### src/rtl/fpjh_src_arb.sv
// Packet-granular round-robin arbiter that shares one fpjhSend engine between
// NUM_SRC AXIS sources. The grant is held from arbitration through the tlast beat.
module fpjh_src_arb #(
  parameter int NUM_SRC  = 4,
  parameter int IDLE_GAP = 0,
  parameter int SRC_W    = (NUM_SRC > 1) ? $clog2(NUM_SRC) : 1
) (
  input  logic                  clk,
  input  logic                  rst,
  input  logic [NUM_SRC*12-1:0] s_length,
  input  logic [NUM_SRC*32-1:0] s_axis_tdata,
  input  logic [NUM_SRC*4-1:0]  s_axis_tkeep,
  input  logic [NUM_SRC-1:0]    s_axis_tvalid,
  input  logic [NUM_SRC-1:0]    s_axis_tlast,
  output logic [NUM_SRC-1:0]    s_axis_tready,
  output logic [11:0]           m_length,
  output logic [31:0]           m_axis_tdata,
  output logic [3:0]            m_axis_tkeep,
  output logic                  m_axis_tvalid,
  output logic                  m_axis_tlast,
  input  logic                  m_axis_tready,
  output logic [SRC_W-1:0]      m_src_id,
  output logic                  o_len_err
);
  typedef enum logic [1:0] {S_IDLE, S_XFER, S_GAP} state_t;

  localparam logic [7:0] GAP_LOAD = (IDLE_GAP > 0) ? 8'(IDLE_GAP - 1) : 8'd0;

  state_t           r_state, w_next;
  logic [SRC_W-1:0] r_grant, r_last_grant, w_pick;
  logic             w_any;
  logic [11:0]      r_m_length, w_pick_len;
  logic [13:0]      r_byte_cnt, w_cnt_next;
  logic [7:0]       r_gap_cnt;
  logic             r_len_err;
  logic [31:0]      w_g_data;
  logic [3:0]       w_g_keep;
  logic             w_g_valid, w_g_last, w_xfer, w_beat, w_mismatch;
  logic [2:0]       w_pop;
  logic [14:0]      w_sum;

  // Round robin: the smallest nonzero offset from last_grant wins, so scan far to near.
  always_comb begin
    w_pick     = '0;
    w_pick_len = '0;
    w_any      = 1'b0;
    for (int i = NUM_SRC; i >= 1; i--) begin
      for (int k = 0; k < NUM_SRC; k++) begin
        if (s_axis_tvalid[k] && ((int'(r_last_grant) + i) % NUM_SRC == k)) begin
          w_pick     = SRC_W'(k);
          w_pick_len = s_length[12*k +: 12];
          w_any      = 1'b1;
        end
      end
    end
  end

  always_comb begin
    w_g_data  = '0;
    w_g_keep  = '0;
    w_g_valid = 1'b0;
    w_g_last  = 1'b0;
    for (int k = 0; k < NUM_SRC; k++) begin
      if (r_grant == SRC_W'(k)) begin
        w_g_data  = s_axis_tdata[32*k +: 32];
        w_g_keep  = s_axis_tkeep[4*k +: 4];
        w_g_valid = s_axis_tvalid[k];
        w_g_last  = s_axis_tlast[k];
      end
    end
  end

  always_ff @(posedge clk) begin
    if (rst) r_state <= S_IDLE;
    else     r_state <= w_next;
  end

  always_comb begin
    w_next        = r_state;
    w_xfer        = (r_state == S_XFER);
    m_axis_tvalid = w_xfer & w_g_valid;
    m_axis_tdata  = w_xfer ? w_g_data : '0;
    m_axis_tkeep  = w_xfer ? w_g_keep : '0;
    m_axis_tlast  = w_xfer & w_g_last;
    s_axis_tready = '0;
    for (int k = 0; k < NUM_SRC; k++)
      s_axis_tready[k] = w_xfer && (r_grant == SRC_W'(k)) && m_axis_tready;
    w_beat = m_axis_tvalid & m_axis_tready;
    case (r_state)
      S_IDLE:  if (w_any) w_next = S_XFER;
      S_XFER:  if (w_beat && m_axis_tlast) w_next = (IDLE_GAP > 0) ? S_GAP : S_IDLE;
      S_GAP:   if (r_gap_cnt == 8'd0) w_next = S_IDLE;
      default: w_next = S_IDLE;
    endcase
  end

  // The tlast beat's own bytes are folded in before comparing to the declared length.
  assign w_pop      = 3'($countones(m_axis_tkeep));
  assign w_sum      = {1'b0, r_byte_cnt} + 15'(w_pop);
  assign w_cnt_next = (w_sum > 15'd16383) ? 14'h3FFF : w_sum[13:0];
  assign w_mismatch = (w_sum != {3'b000, r_m_length});

  always_ff @(posedge clk) begin
    if (rst) begin
      r_grant      <= '0;
      r_last_grant <= SRC_W'(NUM_SRC - 1);
      r_m_length   <= '0;
      r_byte_cnt   <= '0;
      r_gap_cnt    <= '0;
      r_len_err    <= 1'b0;
    end else begin
      r_len_err <= 1'b0;
      case (r_state)
        S_IDLE: if (w_any) begin
          r_grant    <= w_pick;
          r_m_length <= w_pick_len;
          r_byte_cnt <= '0;
        end
        S_XFER: if (w_beat) begin
          r_byte_cnt <= w_cnt_next;
          if (m_axis_tlast) begin
            r_last_grant <= r_grant;
            r_len_err    <= w_mismatch;
            r_gap_cnt    <= GAP_LOAD;
          end
        end
        S_GAP: if (r_gap_cnt != 8'd0) r_gap_cnt <= r_gap_cnt - 8'd1;
        default: ;
      endcase
    end
  end

  assign m_length  = r_m_length;
  assign m_src_id  = r_grant;
  assign o_len_err = r_len_err;
endmodule
### config.mk
export PLATFORM = sky130hd
export DESIGN_NAME = fpjh_src_arb
export DESIGN_NICKNAME = d
export VERILOG_FILES = /design/src/rtl/fpjh_src_arb.sv
export SDC_FILE = /design/constraint.sdc
export NUM_CORES = 1
export LEC_CHECK = 0
export BUFFER_PORTS_ARGS = -buffer_cell sky130_fd_sc_hd__buf_2
export CAP_MARGIN = 15
export CORE_MARGIN = 2
export CORE_UTILIZATION = 51
export DETAILED_ROUTE_END_ITERATION = 10
export PLACE_DENSITY = 0.86
export SLEW_MARGIN = 0
export SYNTH_ARGS = -nofsm -noshare
export SYNTH_HDL_FRONTEND = slang
export SYNTH_SLANG_ARGS = --single-unit
### constraint.sdc
create_clock -name clk -period 11.2 [get_ports clk]
set_input_delay 1.12 -clock clk [delete_from_list [all_inputs] [get_ports clk]]
set_output_delay 1.12 -clock clk [all_outputs]
set_load 0.1 [all_outputs]
# After elaboration in Yosys (flattened, before gate mapping)
# Index checks and enable logic that the tools add are counted.
[totals] reg_bits=41 latchBits=0 ramBits=0 romBits=0 inputBits=203 mem_count=0
[op_classes] addsub=9 multipliers=0 n_div=0 magnitude_cmp=1 eq_ne=24 n_shift=0 n_mux=77 bitwise_logic=10 reduce_logical=45
[op_table] operator="two-way mux 12 bit" count=16
[op_table] operator="two-way mux 32 bit" count=5
[op_table] operator="zero test 32 bit" count=4
[op_table] operator="two-way mux 14 bit" count=3
[op_table] operator="two-way mux 2 bit" count=17
[op_table] operator="case mux 14 bit (2 select lines)" count=1
[op_table] operator="logical AND 1 bit" count=25
[op_table] operator="two-way mux 1 bit" count=25
[op_table] operator="equality test 3 bit, second input constant" count=8
[op_table] operator="two-way mux 8 bit" count=3
[op_table] operator="two-way mux 4 bit" count=5
[op_table] operator="case mux 8 bit (2 select lines)" count=1
[op_table] operator="adder 14 x 3 -> 15 bit" count=1
[op_table] operator="greater-than comparator 15 x 14 -> 1 bit, second input constant" count=1
[op_table] operator="inequality test 15 x 12 -> 1 bit" count=1
[op_table] operator="equality test 3 x 2 -> 1 bit, second input constant" count=4
[op_table] operator="AND reduction 3 bit" count=3
[op_table] operator="zero test 8 bit" count=1
[op_table] operator="inequality test 2 bit, second input constant" count=4
[op_table] operator="nonzero test 8 bit" count=1
[op_table] operator="OR reduction 2 bit" count=4
[op_table] operator="subtractor 8 x 1 -> 8 bit, second input constant" count=1
[op_table] operator="equality test 2 bit, second input constant" count=3
[op_table] operator="case mux 2 bit (3 select lines)" count=1
[op_table] operator="other kinds (14)" count=28

# Longest topological paths before layout
[logic_depth] word_depth=23 ltp_mapped=17

# Worst setup path after synthesis
# Ideal clock, no wire load.
[synth_path] path_type="register to register" startpoint="register r_grant[0], in the netlist m_src_id[0]" endpoint="register r_len_err, in the netlist o_len_err" setup_ns=0.137 arrival_ns=5.473 required_ns=11.063 path_slack_ns=5.591 path_stages_with_launch=16 n_path_buf=2 period_less_slack_ns=5.609 cell_sequence="dfxtp_1 -> buf_2 -> buf_2 -> mux2_2 -> o21ai_0 -> nor2_1 -> inv_1 -> fa_1 -> fa_1 -> inv_1 -> fa_1 -> xor2_1 -> a2111oi_0 -> nand3_1 -> nor4_1 -> a311oi_1"
[synth_via] elab_chain_cells=10 elab_cells_between_ends=28
[synth_lines] item="start, declared" line_no="30" source="logic [SRC_W-1:0] r_grant, r_last_grant, w_pick;"
[synth_lines] item="start signal, assigned" line_no="115" source="r_grant <= w_pick;"
[synth_lines] item="zero test 2 bit" line_no="64" source="if (r_grant == SRC_W'(k)) begin"
[synth_lines] item="two-way mux 4 bit (3 in a row)" line_no="64"
[synth_lines] item="two-way mux 4 bit (*)" line_no="64"
[synth_lines] item="two-way mux 4 bit (*)" line_no="83" source="m_axis_tkeep = w_xfer ? w_g_keep : '0;"
[synth_lines] item="net m_axis_tkeep[0]" line_no="18" source="output logic [3:0] m_axis_tkeep,"
[synth_lines] item="adder 1 x 1 -> 2 bit (not written as such) (*)" line_no="98" source="assign w_pop = 3'($countones(m_axis_tkeep));"
[synth_lines] item="adder 2 x 2 -> 3 bit (not written as such) (*)" line_no="98"
[synth_lines] item="adder 14 x 3 -> 15 bit (*)" line_no="99" source="assign w_sum = {1'b0, r_byte_cnt} + 15'(w_pop);"
[synth_lines] item="inequality test 15 x 12 -> 1 bit (*)" line_no="101" source="assign w_mismatch = (w_sum != {3'b000, r_m_length});"
[synth_lines] item="end signal, assigned" line_no="123" source="r_len_err <= w_mismatch;"
[synth_lines] item="end, declared" line_no="35" source="logic r_len_err;"
# The timed path passes the listed nets; every way through them passes the cells marked *.
# A chain may end at the register's enable or synchronous reset.

# Worst setup path in the final report
[layout_path] startpoint="input s_axis_tkeep[7]" endpoint="register r_byte_cnt[9]"
[layout_via] elab_chain_cells=11
[layout_lines] item="start, declared" line_no="12" source="input logic [NUM_SRC*4-1:0] s_axis_tkeep,"
[layout_lines] item="two-way mux 4 bit (*) (3 in a row)" line_no="64"
[layout_lines] item="two-way mux 4 bit (*)" line_no="83"
[layout_lines] item="adder 1 x 1 -> 2 bit (not written as such) (*)" line_no="98"
[layout_lines] item="adder 2 x 2 -> 3 bit (not written as such) (*)" line_no="98"
[layout_lines] item="adder 14 x 3 -> 15 bit (*)" line_no="99"
[layout_lines] item="greater-than comparator 15 x 14 -> 1 bit" line_no="100" source="assign w_cnt_next = (w_sum > 15'd16383) ? 14'h3FFF : w_sum[13:0];"
[layout_lines] item="two-way mux 14 bit (*)" line_no="100"
[layout_lines] item="two-way mux 14 bit (*)" line_no="119" source="S_XFER: if (w_beat) begin"
[layout_lines] item="case mux 14 bit (2 select lines) (*)" line_no="113" source="case (r_state)"
[layout_lines] item="end signal, assigned" line_no="120" source="r_byte_cnt <= w_cnt_next;"
[layout_lines] item="end, declared" line_no="33" source="logic [13:0] r_byte_cnt, w_cnt_next;"
# Mark *: on every way between the ends. The rest lies on a longest branch, timed or not. The select of a mux whose other input is x is not followed.

==> flow_summary.json <==
{
  "rows": 35,
  "path_delay_family": "simple AND/OR/NAND/NOR gates",
  "post-dp-hpwl_um": 16000,
  "total_power_uw": 649,
  "synth_edf_count": 0,
  "layout-drive-gt1-share_pct": 38.8,
  "ctsRootBufferMaster": "clkbuf_8",
  "clk_latency_ps": 290,
  "async_flop_share_pct": 0,
  "die_w_um": 102,
  "timing_hold_violations_final": 0,
  "fmax_ghz": 0.240,
  "max_cap_violations": 0,
  "min_period_ps": 4170,
  "initial_core_util_pct": 52.8,
  "hold_path.startpoint": "r_byte_cnt[0]",
  "synth_area_sq_um": 4910,
  "cts_buffer_depth": 2,
  "endpoint_kind": "flip-flop",
  "dr.pass1.iters": 6,
  "ios": 260,
  "reg2reg_from": "m_src_id[1]",
  "synthDominantCellAreaShare_pct": 15.6,
  "finalSetupViolCount": 0,
  "antenna_found_initial": 2,
  "cts_setup_buffers": 0,
  "slew_violations": 0,
  "cts_resized": 0,
  "ir_worst_vdd_v": 0.000111,
  "design_area_sq_um": 6200,
  "die_h_um": 102,
  "hold_slack_ps": 530,
  "relSlewSlack_pct": 29.8,
  "crit_type": "primary input to flip-flop",
  "die_area_sq_um": 10400,
  "min_path_type": "flip-flop to flip-flop",
  "path_cells": "buf_2, mux2_2, o21ai_0, nand2b_1, fa_1, fa_1, inv_1, fa_1, nand4_1, nor4_2, and3_1, o21ai_0, a21oi_1",
  "instances_no_fill": 967,
  "synth_nets": 834,
  "place_congestion": 1.03,
  "track_usage_pct": 39.6,
  "p_leak_nw": 2.65,
  "setup_ws_ps": 7030,
  "synthTopCellsByArea": "mux4_2 (16%), dfxtp_1 (13%), o21ai_0 (8.8%), and2_1 (4.8%), a21oi_1 (3.9%)",
  "core_area_sq_um": 9280,
  "htreeDepth": 2,
  "slowest_delay_ps": 460,
  "rsz0062_at_grt": "no",
  "cpMostUsedCell": "fa_1",
  "dpl_cell_area_sq_um": 6080,
  "fin_skew_ps": 5.91,
  "cp-start-kind": "primary input",
  "critPathLaunch": "s_axis_tkeep[7]",
  "period_share_pct": 37.3,
  "n_fill_cell": 846,
  "fin_util_pct": 66.8,
  "preCtsSetupSlack_ps": 6740,
  "grt_max_degree": 69,
  "worst_pin_slew_ps": 1050,
  "syn_area_per_cell_sq_um": 7.82,
  "synth_seq_area_share_pct": 13.1,
  "ant_nets": 0,
  "synth_cell_types": 65,
  "postCtsHoldBufs": 0,
  "required_ps": 11420,
  "status": "finished clean",
  "grt_pass1_wl_um": 32100,
  "yosys_most_used_dff": "dfxtp_1",
  "multiInputGateArea_sq_um": 3880,
  "drt_iter0_drc": 725,
  "yosysWarnings": 0,
  "drc": 0,
  "crit_arrival_ps": 4390,
  "cts_buffers": 5,
  "worstPathMaxFanout": 9,
  "cts.reportedPaths.clkPinSlew_ps": 70,
  "wl_um": 21200,
  "regArea_sq_um": 644,
  "dp_cells": 952,
  "cp_slowest_cell": "nor4_2",
  "cts_tree": "built",
  "syn_to_final_growth_pct": 26.3,
  "nNetsFinal": 1038,
  "grt_pass1_vias": 5970,
  "grt-ovfl-total": 0,
  "wl_per_cell_um": 22.0,
  "drt-vias-per-instance": 6.74,
  "vias": 6520,
  "critical_path_buf_inv_count": 2,
  "cts_sinks": 32,
  "portBuffers": 259,
  "timing.setup.tns_ps": 0,
  "power_density_nw_per_um2": 105,
  "synth_area_leader_cell": "mux4_2",
  "reg2reg_slack_ps": 7040,
  "ys_seq_elements": 32,
  "syn-instance-count": 627
}
==> report_power, final <==
group / switching (mW) / leakage (nW) / internal (mW)
Clock: 0.0482 / 0.0510 / 0.0491
Combinational: 0.285 / 2.34 / 0.127
Sequential: 0.0169 / 0.263 / 0.123
==> placed cells by master (no fill, tap or decap), drive strengths merged, types with 20 or more instances in the layout <==
master / instances
nand2: 34
o22a: 20
o21ai: 87
dfxtp: 32
a21oi: 38
nor2: 34
buf: 264
mux4: 34
and2: 40
a22oi: 20
==> flip-flops by register name, summed over array words and instances (netlist names) <==
name	count
r_state	1
o_len_err	1
m_src_id	2
r_last_grant	2
m_length	12
r_byte_cnt	14
==> logic make-up after synthesis <==
family	share of synthesized area (%)
fa+ha+maj	1.48
compound gates	35.0
mux	17.5
simple gates	22.0
buf+inv	7.78
flops	13.1
xor+xnor	3.14
==> area by class of cell <==
class | count | share of cell area (%)
Antenna cell | 6 | 0.242
Clock buffer | 6 | 1.33
Clock inverter | 2 | 0.161
Inverter | 16 | 0.969
Multi-Input combinational cell | 512 | 62.7
Sequential cell | 32 | 10.4
Tap cell | 129 | 2.60
Timing Repair Buffer | 264 | 21.6
==> routing by layer <==
metal  GRT usage [%]  vias up  share of wire, %
li1                -     2867                 -
met1            54.8     3064                38
met2            60.7      514                46
met3            9.23       75                13
met4            13.9        0               3.3
met5               0        -                 0
==> worst min-delay path, cell delays in order (launching register included) <==
cell and delay [ps]:
dfxtp_1 310, a21oi_1 120, a311oi_1 50
==> cell usage after synthesis (5+ instances only) <==
cell / number
mux2i_1: 5
and2_1: 38
nor3_1: 10
nor2b_1: 6
buf_6: 5
nand4_1: 7
o211ai_1: 11
a31oi_1: 13
buf_2: 22
a22oi_1: 20
nand3_1: 14
dfxtp_1: 32
a221o_1: 10
clkbuf_1: 34
nand2_1: 34
o22a_1: 20
mux4_2: 34
o21ai_0: 86
a21oi_1: 38
xor2_1: 7
nor2_1: 33
nand2b_1: 8
inv_1: 16
a22o_1: 9
nand3b_1: 12
xnor2_1: 8
a221oi_1: 10
o32ai_1: 9
and3_1: 6
==> worst paths after layout <==
check / to / depth (start not counted)
max: r_byte_cnt[9] / 13
min: r_byte_cnt[0] / 2
min reg2reg: r_byte_cnt[0] / 2
max reg2reg: r_byte_cnt[9] / 11
Note: power is estimated with default switching activity, not from simulation.
